==> src/rtl/state_if.sv <==
// state_if: elevator controller call/door bus.
//   sw    : floor call switches (bit i = call for floor i)
//   close : door-close request
//   floor : current cabin floor from the position counter
//   dir   : travel direction (1 = up, 0 = down)
//   door  : door state (1 = open)
interface state_if;
    logic [7:0] sw;
    logic       close;
    logic [2:0] floor;
    logic       dir;
    logic       door;

    modport master (output sw, close, floor, input dir, door);
    modport slave  (input sw, close, floor, output dir, door);
endinterface

==> src/rtl/state.sv <==
// state: eight-floor elevator controller with pending-call register and door dwell timer.
//   clk   : sole clock, rising edge
//   rst_n : synchronous active-low reset
//   io    : state_if slave (sw, close, floor in; dir, door out, both registered)
module state (
    input  logic   clk,
    input  logic   rst_n,
    state_if.slave io
);
    typedef enum logic [1:0] {IDLE = 2'd0, MOVING = 2'd1, OPEN = 2'd2} state_e;

    state_e     state_q, state_d;
    logic [7:0] req_q, req_d;
    logic [9:0] cnt_q, cnt_d;
    logic       dir_q, dir_d;
    logic       door_q, door_d;

    logic [7:0] pend, kept, here, above, below;
    logic       ahead_p, ahead_k;

    always_comb begin
        // Calls take effect in the same cycle the switch is seen.
        pend    = req_q | io.sw;
        here    = 8'd1 << io.floor;
        kept    = pend & ~here;
        above   = ~((here << 1) - 8'd1);
        below   = here - 8'd1;
        ahead_p = dir_q ? |(pend & above) : |(pend & below);
        ahead_k = dir_q ? |(kept & above) : |(kept & below);
    end

    always_comb begin
        state_d = state_q;
        req_d   = pend;
        cnt_d   = cnt_q;
        dir_d   = dir_q;
        door_d  = door_q;
        case (state_q)
            IDLE: begin
                if (|(pend & here)) begin
                    state_d = OPEN;
                    door_d  = 1'b1;
                    cnt_d   = 10'd0;
                end else if (|pend) begin
                    state_d = MOVING;
                    dir_d   = ahead_p ? dir_q : ~dir_q;
                end
            end
            MOVING: begin
                if (|(pend & here)) begin
                    state_d = OPEN;
                    door_d  = 1'b1;
                    cnt_d   = 10'd0;
                    req_d   = kept;
                end else if (!ahead_p) begin
                    // Nothing ahead: turn around if anything is behind, else park.
                    if (|pend) dir_d = ~dir_q;
                    else state_d = IDLE;
                end
            end
            OPEN: begin
                req_d = kept;
                cnt_d = cnt_q + 10'd1;
                if (io.close || cnt_q == 10'h3ff) begin
                    door_d  = 1'b0;
                    cnt_d   = 10'd0;
                    state_d = |kept ? MOVING : IDLE;
                    dir_d   = (|kept && !ahead_k) ? ~dir_q : dir_q;
                end
            end
            default: state_d = IDLE;
        endcase
    end

    always_ff @(posedge clk) begin
        if (!rst_n) begin
            state_q <= IDLE;
            req_q   <= 8'd0;
            cnt_q   <= 10'd0;
            dir_q   <= 1'b1;
            door_q  <= 1'b0;
        end else begin
            state_q <= state_d;
            req_q   <= req_d;
            cnt_q   <= cnt_d;
            dir_q   <= dir_d;
            door_q  <= door_d;
        end
    end

    assign io.dir  = dir_q;
    assign io.door = door_q;
endmodule

==> src/flat_wrapper.sv <==
// flat-port wrapper written by rule: the top's interface ports become plain ports
module state_flat 
  (clk, rst_n, io_sw, io_close, io_floor, io_dir, io_door);
  state_if io_i ();
  input  logic clk;
  input  logic rst_n;
  input wire logic [$bits(io_i.sw)-1:0] io_sw;
  input wire logic [$bits(io_i.close)-1:0] io_close;
  input wire logic [$bits(io_i.floor)-1:0] io_floor;
  output wire logic [$bits(io_i.dir)-1:0] io_dir;
  output wire logic [$bits(io_i.door)-1:0] io_door;
  assign io_i.sw = io_sw;
  assign io_i.close = io_close;
  assign io_i.floor = io_floor;
  assign io_dir = io_i.dir;
  assign io_door = io_i.door;
  state u_core (.clk(clk), .rst_n(rst_n), .io(io_i));
endmodule
==> config.mk <==
export PLATFORM = sky130hd
export DESIGN_NAME = state_flat
export DESIGN_NICKNAME = d
export VERILOG_FILES = /design/src/rtl/state_if.sv /design/src/rtl/state.sv /design/src/flat_wrapper.sv
export SDC_FILE = /design/constraint.sdc
export NUM_CORES = 1
export LEC_CHECK = 0
export BUFFER_PORTS_ARGS = -buffer_cell sky130_fd_sc_hd__buf_2
export CAP_MARGIN = 20
export CORE_MARGIN = 2
export CORE_UTILIZATION = 59
export DETAILED_ROUTE_END_ITERATION = 10
export PLACE_DENSITY = 0.85
export SYNTH_ARGS = -nofsm -noshare
export SYNTH_HDL_FRONTEND = slang
export SYNTH_SLANG_ARGS = --single-unit
==> constraint.sdc <==
create_clock -name clk -period 3.12 [get_ports clk]
set_input_delay 0.156 -clock clk [delete_from_list [all_inputs] [get_ports clk]]
set_output_delay 0.156 -clock clk [all_outputs]
set_load 0.005 [all_outputs]
==> metrics.txt, run 1 <==
status complete, no violations; met2 routed WL 1.83 mm; gpl congestion 1.03; share of layout cells above drive strength 1 20.3%; residual DRC count 0; commonest cells in the netlist dfxtp_1 (22), nor2_1 (19), o21ai_0 (18), nand2_1 (14), a21oi_1 (10); DR pass1 iterations 5; clk_lat worst skew 310 ps; Boundary Pins 16; initial antenna violation count 0; slew of the pin with the lowest slew margin 538 ps; Synth Area per Inst 7.84 um^2; final hold viol count 0; Final Max Slew Viols 0; DR WL met3 410 um; asr flop ratio synth 0%; initial core utilization 62.0%; core footprint 2730 um^2; combinational share of power 44.1%; share of Yosys cell area claimed by the top area cell type 26.0%; vias in the first global route 1633; dominant cells by area after synthesis dfxtp_1 (26%), o21ai_0 (5.3%), ha_1 (4.4%), nor2_1 (4.2%), xor2_1 (3.6%); Core Util, Final 67.5%; RSZ-0062 raised after global routing false; Synth Instances 216; Post-synth EDFFs 0; Syn Nets 236; diode count 0; largest net degree at the start of global routing 20; Pleak 0.714 nW; flops & latches, synth 22; Seq pwr share 35.5%; depth of the CTS H-tree 1; die height 57.6 um; DR top layer met4; setup bufs post-CTS 0; DRT antenna net count 0; power per cell area 576 nW/um^2; Netlist cell types 63; Ys Warns 0; TritonCTS buffer count 3; area leader, netlist dfxtp_1; crit path DAT 2680 ps; sequential-to-total area share from yosys stat 26.0%; via/cell ratio 6.49; most used flip-flop cell after synthesis dfxtp_1; die area 3320 um^2; total gr overflow 0; CTS hold repair buffers 0; fin crit share 79.5%; root buffer cell clkbuf_4; port bufs 15; DRT iter0 DRCs 75; Post-DP HPWL 3.13 mm; Crit. End Element flip-flop; nature of the critical path startpoint primary input; TNS Setup 0 ps; NumNets Final 252; Worst Setup Path Type primary input to flip-flop; via count 1700; Worst Path Max Fanout 11; HP Class primary input to flip-flop; worst path required time 3320 ps; DRT Wirelength 4.05 mm; Filler cells 232; setup violators final 0; Switching Fraction 38.1%; Clock Tree Buf Depth 2; cell with the most instances after synthesis dfxtp_1; area grow syn2layout 8.94%; Min Clock Period, post-route 2480 ps; TritonCTS Sinks 22; Clock Power Share 20.4%; mapped cell area 1690 um^2; CTS tree done; Total Power 0.00106 W; # rows 19; clock transition at the registers of the reported paths 130 ps; Int Pwr 0.000658 W; Fmax achieved 0.403 GHz; max cap viols 0; die width 57.6 um; gr usage total 26.4%; first-pass GRT wire length 6.99 mm; Peak VDD IR 0.594 mV; Resize count post-CTS 0; routed metal-1 wire length 1.77 mm; routed length per placed instance 15.5 um; Max transition margin 63.2%; Layout Skew 7.49 ps; P_sw 0.000405 W
routing by layer:
layer / global-route usage (%) / up-vias
met1: 34.6 / 773
met5: 0 / -
met2: 42.2 / 87
met4: 7.97 / 0
met3: 7.48 / 8
li1: - / 832
flip-flops by register name (all words and copies together), names as in the netlist:
register	cells
u_core.cnt_q	10
u_core.req_q	8
u_core.state_q	2
u_core.io.dir	1
u_core.io.door	1
power by group through the flow:
stage | Sequential (W) | Combinational [W] | Clock (W)
6_report | 0.000378 | 0.000469 | 0.000217
4_1_cts | 0.000377 | 0.000463 | 0.000222
3_5_place_dp | 0.000384 | 0.000459 | 0
5_1_grt | 0.000384 | 0.000528 | 0.000230
3_3_place_gp | 0.000381 | 0.000457 | 0
2_1_floorplan | 0.000375 | 0.000345 | 0
cells in the final DEF (no fill, tap or decap), drive strengths merged, types with 5 or more instances in the layout:
cell type  instances
or2                5
and3               6
ha                 6
nand3              6
dfxtp             22
nor2              22
nand4              6
buf               20
o22ai              7
a21oi             10
nand2             14
xor2               7
nand2b             5
o21ai             22
inv                8
critical path, cell delays in order:
cell	delay, ps
buf_2	170
nor3_2	230
inv_1	110
ha_1	290
buf_4	200
o21ai_0	120
o32ai_1	130
a2111oi_2	290
o21a_1	190
o211ai_2	110
a221oi_2	330
mux2_1	360
through the flow:
step	area [um^2]	worst slack (ps)	cells	hold WS (ps)
after detailed placement	1790	383	258	457
final	1850	640	262	197
after CTS	1850	670	262	189
after global placement	1790	486	258	443
after global routing	1850	486	262	203
after floorplan	1690	550	216	320
area by class of cell:
class	instances	area (um^2)	area share (%)
Tap cell	31	38.8	2.10
Inverter	8	30.0	1.63
Clock inverter	1	30.0	1.63
Clock buffer	3	22.5	1.22
Timing Repair Buffer	20	113	6.10
Multi-Input combinational cell	177	1170	63.5
Sequential cell	22	440	23.9
kinds of logic (layout without fill, tap and decap cells):
| logic type | after synthesis | count (layout) | share of synthesized area [%] |
|---|---|---|---|
| mux | 4 | 4 | 2.58 |
| flops | 22 | 22 | 26.0 |
| simple gates | 89 | 89 | 30.2 |
| fa+ha+maj | 7 | 7 | 5.02 |
| buf+inv | 17 | 32 | 4.87 |
| xor+xnor | 8 | 8 | 4.14 |
| compound gates | 69 | 69 | 27.2 |
final timing paths:
kind	from	to	slack, ps	depth (start not counted)
worst max register to register	u_core.req_q[4]	u_core.state_q[0]	810	7
worst min register to register	u_core.io.door	u_core.io.door	470	2
worst min-delay path	rst_n	u_core.req_q[5]	200	3
worst max-delay path	io_floor[1]	u_core.io.dir	640	12
Note: power is estimated with default switching activity, not from simulation.
==> run 2: changes to the inputs <==
--- a/config.mk
+++ b/config.mk
@@ -5,12 +5,13 @@
 export SDC_FILE = /design/constraint.sdc
 export NUM_CORES = 1
 export LEC_CHECK = 0
+export ABC_AREA = 1
 export BUFFER_PORTS_ARGS = -buffer_cell sky130_fd_sc_hd__buf_2
 export CAP_MARGIN = 20
 export CORE_MARGIN = 2
-export CORE_UTILIZATION = 59
+export CORE_UTILIZATION = 53
 export DETAILED_ROUTE_END_ITERATION = 10
-export PLACE_DENSITY = 0.85
+export PLACE_DENSITY = 0.81
 export SYNTH_ARGS = -nofsm -noshare
 export SYNTH_HDL_FRONTEND = slang
 export SYNTH_SLANG_ARGS = --single-unit
==> constraint.sdc (replaced) <==
create_clock -name clk -period 2 [get_ports clk]
set_input_delay 0.1 -clock clk [delete_from_list [all_inputs] [get_ports clk]]
set_output_delay 0.1 -clock clk [all_outputs]
set_load 0.005 [all_outputs]
==> metrics.txt, run 2 <==
status complete, no violations; hold path cells 2; reg2reg path depth 10; final hold viol count 0; DR pass1 iterations 5; gpl congestion 0.948; HP Class primary input to flip-flop; Total Power 0.00198 W; most frequent cells in the layout nand2_1 (80), inv_1 (45), nor2_1 (37); die width 60.9 um; total gr overflow 0; Peak VDD IR 0.800 mV; Netlist cell types 27; gr busiest metal met2; port bufs 15; Post-synth EDFFs 0; TNS Setup 0 ps; initial antenna violation count 0; power per cell area 1050 nW/um^2; worst path required time 2200 ps; CTS hold repair buffers 0; crit path DAT 2000 ps; mapped cell area 1720 um^2; Clock Tree Buf Depth 2; share of layout cells above drive strength 1 14.0%; Filler cells 310; DRT antenna net count 0; area leader, netlist dfxtp_1; Max transition margin 66.1%; Crit. End Element flip-flop; r2r startpoint u_core.cnt_q[0]; Worst Path Max Fanout 5; via count 1808; clock transition at the registers of the reported paths 130 ps; DRT Wirelength 3.82 mm; root buffer cell clkbuf_4; sequential-to-total area share from yosys stat 25.7%; cell seen most often among critical-path stages nor2_1; Worst Setup Path Type flip-flop to flip-flop; dominant cells by area after synthesis dfxtp_1 (26%), nand2_1 (17%), inv_1 (9.8%), nand3_1 (9.0%), nor2_1 (8.1%); slew of the pin with the lowest slew margin 508 ps; Resize count post-CTS 0; critical-path cell list ha_1, nand2_1, nor2_1, nand2_1, o21ai_2, nor2_1, inv_1, nand3_1, o21ai_0, nor2_1; asr flop ratio synth 0%; Layout Skew 13.0 ps; max cap viols 0; CTS tree done; slowest stage delay, CP 410 ps; FF-to-FF End u_core.state_q[1]; most common cell after layout, fill and taps aside nand2_1; biggest regs u_core.cnt_q: 10 flops, u_core.req_q: 8 flops, u_core.state_q: 2 flops; diode count 0; routed length per placed instance 10.7 um; most used flip-flop cell after synthesis dfxtp_1; NumNets Final 335; Hold Path End u_core.io.dir; die area 3710 um^2; Worst Hold Launch rst_n; share of Yosys cell area claimed by the top area cell type 25.7%; Synth Area per Inst 5.82 um^2; Crit-path slowest cell dfxtp_1; setup bufs post-CTS 0; GRT met3 Usage 2.99%; die height 60.9 um; commonest cells in the netlist nand2_1 (80), inv_1 (45), nor2_1 (37), nand3_1 (31), dfxtp_1 (22); fin area 1890 um^2; Post-DP HPWL 3.17 mm; met2 Use GR 36.3%; vias in the first global route 1563; setup violators final 0; Synth Instances 295; nature of the critical path startpoint flip-flop; met1 GRT Util 34.4%; TritonCTS Sinks 22; Ys Warns 0; flops & latches, synth 22; max reg flops 10; via/cell ratio 5.05; RSZ-0062 raised after global routing false; Boundary Pins 16; # rows 20; Min Clock Period, post-route 1800 ps; Syn Nets 315; DP Area 1840 um^2; Fmax achieved 0.557 GHz; Final Max Slew Viols 0; residual DRC count 0; initial core utilization 55.8%; largest net degree at the start of global routing 14; area grow syn2layout 10.4%; CP delay by family, top simple AND/OR/NAND/NOR gates; depth of the CTS H-tree 1; fin crit share 89.8%; Pleak 0.968 nW; gr usage total 23.7%; clk_lat worst skew 310 ps; core footprint 3080 um^2; cell with the most instances after synthesis nand2_1; first-pass GRT wire length 6.65 mm; CP bufs+invs 1; worst reg2reg setup slack 200 ps; DRT iter0 DRCs 135; TritonCTS buffer count 3; register name with the most flops u_core.cnt_q
-- run 2: changes by cell type after synthesis, moves of 5 or more --
cell      change
nand2_1      +66
o21ai_0       -7
nand2b_1      -5
and3_1        -5
nand3_1      +25
buf_2         -5
nand2_2       +7
nor3_1        +6
inv_1        +40
nor2_1       +18
-- run 2: cell type report --
type,count,area [um^2],area share [%]
clock inverters,1,30.0,1.59
flip-flops and latches,22,440,23.2
multi-input cells,217,1040,55.1
well taps,44,55.1,2.91
inverters,52,198,10.4
repair buffers,19,105,5.55
clock buffers,3,22.5,1.19
-- run 2: worst max path at each step --
| stage | start | endpoint | slack, ps | cells after the start |
|---|---|---|---|---|
| global route | u_core.cnt_q[0] | u_core.io.dir | 10 | 14 |
| detailed placement | io_floor[0] | u_core.io.dir | 140 | 13 |
| CTS | u_core.cnt_q[0] | u_core.state_q[1] | 220 | 10 |
| floorplan | io_floor[0] | u_core.io.dir | 330 | 13 |
| global placement | io_floor[1] | u_core.io.dir | 210 | 13 |
| finish | u_core.cnt_q[0] | u_core.state_q[1] | 200 | 10 |
-- run 2: through the flow --
stage	std cells	utilization, %	worst slack, ps	hold slack (ps)
after CTS	358	61.5	219	88.5
after global routing	358	61.5	9.90	97.5
after floorplan	295	-	330	238
after global placement	354	59.8	212	430
final	358	61.5	205	100
after detailed placement	354	59.8	145	430
-- run 2: metal layers --
metal	share of wire [%]	vias up
li1	-	969
met1	49	770
met2	42	62
met3	6.5	7
met4	1.5	0
met5	0	-
-- run 2: logic make-up (layout without fill, tap and decap cells) --
group / Yosys count / after routing / synth area share, %
AND/OR/NAND/NOR: 174 / 174 / 43.5
buffers and inverters: 56 / 75 / 13.6
AO/OA/AOI/OAI: 33 / 33 / 10.9
flip-flops: 22 / 22 / 25.7
adder cells (fa/ha/maj): 6 / 6 / 4.37
XOR/XNOR: 4 / 4 / 2.04
-- run 2: report_power, final --
| group | internal [W] | total [W] | switching (W) | leakage [nW] |
|---|---|---|---|---|
| clock network | 0.000203 | 0.000337 | 0.000134 | 0.0279 |
| logic | 0.000352 | 0.00103 | 0.000681 | 0.759 |
| registers | 0.000557 | 0.000613 | 0.0000568 | 0.181 |
| total | 0.00111 | 0.00198 | 0.000872 | 0.968 |
==> run 3: changes to the inputs <==
--- a/config.mk
+++ b/config.mk
@@ -11,7 +11,9 @@
 export CORE_MARGIN = 2
 export CORE_UTILIZATION = 53
 export DETAILED_ROUTE_END_ITERATION = 10
+export GPL_TIMING_DRIVEN = 0
 export PLACE_DENSITY = 0.81
+export RECOVER_POWER = 100
 export SYNTH_ARGS = -nofsm -noshare
 export SYNTH_HDL_FRONTEND = slang
 export SYNTH_SLANG_ARGS = --single-unit
==> metrics.txt, run 3 (synthesis gave the netlist of run 2 again) <==
fin crit share 91.7%; vias in the first global route 1529; crit path DAT 2090 ps; diode count 0; Max transition margin 60.5%; Total Power 0.00199 W; power per cell area 1050 nW/um^2; most common cell after layout, fill and taps aside nand2_1; die height 60.9 um; max reg flops 10; residual DRC count 0; status complete, no violations; worst reg2reg setup slack 170 ps; DP Area 1840 um^2; register name with the most flops u_core.cnt_q; WHS 56.3 ps; Worst Path Max Fanout 9; die width 60.9 um; CTS hold repair buffers 0; most frequent cells in the layout nand2_1 (80), inv_1 (45), nor2_1 (37); CTS tree done; nature of the critical path startpoint flip-flop; clk_lat worst skew 320 ps; DR pass1 iterations 4; initial antenna violation count 0; critical-path cell list nor2_1, inv_1, nand2_1, nand2_1, nor2_1, nand2_2, inv_2, nand2_2, nand2_2, inv_2, nand2_2, nand2_2, nor2_1; gr usage total 23.4%; port bufs 13; setup violators final 0; core footprint 3080 um^2; reg2reg path depth 13; DRT Wirelength 3.89 mm; RSZ-0062 raised after global routing false; max cap viols 0; Worst Hold Launch rst_n; final hold viol count 0; Min Clock Period, post-route 1830 ps; Boundary Pins 16; die area 3710 um^2; TritonCTS buffer count 3; root buffer cell clkbuf_4; Pleak 0.958 nW; via count 1814; fin cells 356; DRT iter0 DRCs 141; cell seen most often among critical-path stages nand2_2; Hold Path End u_core.cnt_q[6]; total gr overflow 0; Final Max Slew Viols 0; clock transition at the registers of the reported paths 130 ps; Crit. End Element flip-flop; Layout Skew 11.2 ps; first-pass GRT wire length 6.53 mm; area grow syn2layout 10.6%; slew of the pin with the lowest slew margin 592 ps; TritonCTS Sinks 22; HP Class primary input to flip-flop; share of layout cells above drive strength 1 13.8%; hold path cells 3; slowest stage delay, CP 320 ps; NumNets Final 333; Post-DP HPWL 3.05 mm; # rows 20; fin area 1900 um^2; routed length per placed instance 10.9 um; worst path required time 2250 ps; FF-to-FF End u_core.cnt_q[9]; gpl congestion 0.916; TNS Setup 0 ps; Crit-path slowest cell dfxtp_1; largest net degree at the start of global routing 14; depth of the CTS H-tree 1; via/cell ratio 5.10; r2r startpoint u_core.req_q[6]; Fmax achieved 0.545 GHz; Clock Tree Buf Depth 2; DRT antenna net count 0; biggest regs u_core.cnt_q: 10 flops, u_core.req_q: 8 flops, u_core.state_q: 2 flops; dpl cells 352; Peak VDD IR 0.764 mV; Worst Setup Path Type flip-flop to flip-flop; initial core utilization 55.8%; Worst Setup SP u_core.req_q[6]
[run 3: cell count changes in the layout (fill, tap and decap cells not counted), sizes merged]
cell,previous run,this run
buf,19,16
clkbuf,3,4
[run 3: area by class of cell]
type	instances	area, um^2
Multi-Input combinational cell	217	1050
Sequential cell	22	442
Clock inverter	1	30.0
Inverter	52	198
Timing Repair Buffer	13	63.8
Buffer	4	35.0
Tap cell	44	55.1
Clock buffer	3	22.5
Fill cell	318	1180
[run 3: metal layers]
metal	vias up	global-route usage [%]	routed length [um]
met5	-	0	0
met3	5	3.20	274
li1	971	-	-
met4	0	5.59	31
met2	70	36.6	1580
met1	768	34.3	2000
[run 3: worst max-delay path: cells and delay by family, from the launching register on]
kind / cells / cell delay [ps]
DFF: 1 / 320
buffers and inverters: 3 / 290
and+or+nand+nor: 10 / 1160
[run 3: report_power, final]
| part | switching (W) | total [W] | internal [W] |
|---|---|---|---|
| logic | 0.000688 | 0.00104 | 0.000348 |
| registers | 0.0000568 | 0.000615 | 0.000558 |
| clock network | 0.000141 | 0.000343 | 0.000203 |
| total | 0.000885 | 0.00199 | 0.00111 |
[run 3: worst max-delay path by stage]
stage / cells after the start / slack, ps / endpoint
floorplan: 13 / 330 / u_core.io.dir
global placement: 13 / 60 / u_core.io.dir
detailed placement: 13 / 120 / u_core.io.dir
CTS: 10 / 120 / u_core.state_q[1]
global route: 13 / 40 / u_core.cnt_q[9]
finish: 13 / 170 / u_core.cnt_q[9]
[run 3: what timing repair did]
item                       4_1_cts  5_1_grt
setup endpoints to repair        0        3
hold endpoints to repair         0        0
setup buffers                    0        0
gates resized for setup          0        3
[run 3: per-stage QoR]
step,util (%),worst slack (ps)
CTS,61.4,125
global route,61.7,36.5
finish,61.7,166
detailed placement,59.7,115
global placement,59.7,61.0
floorplan,-,330
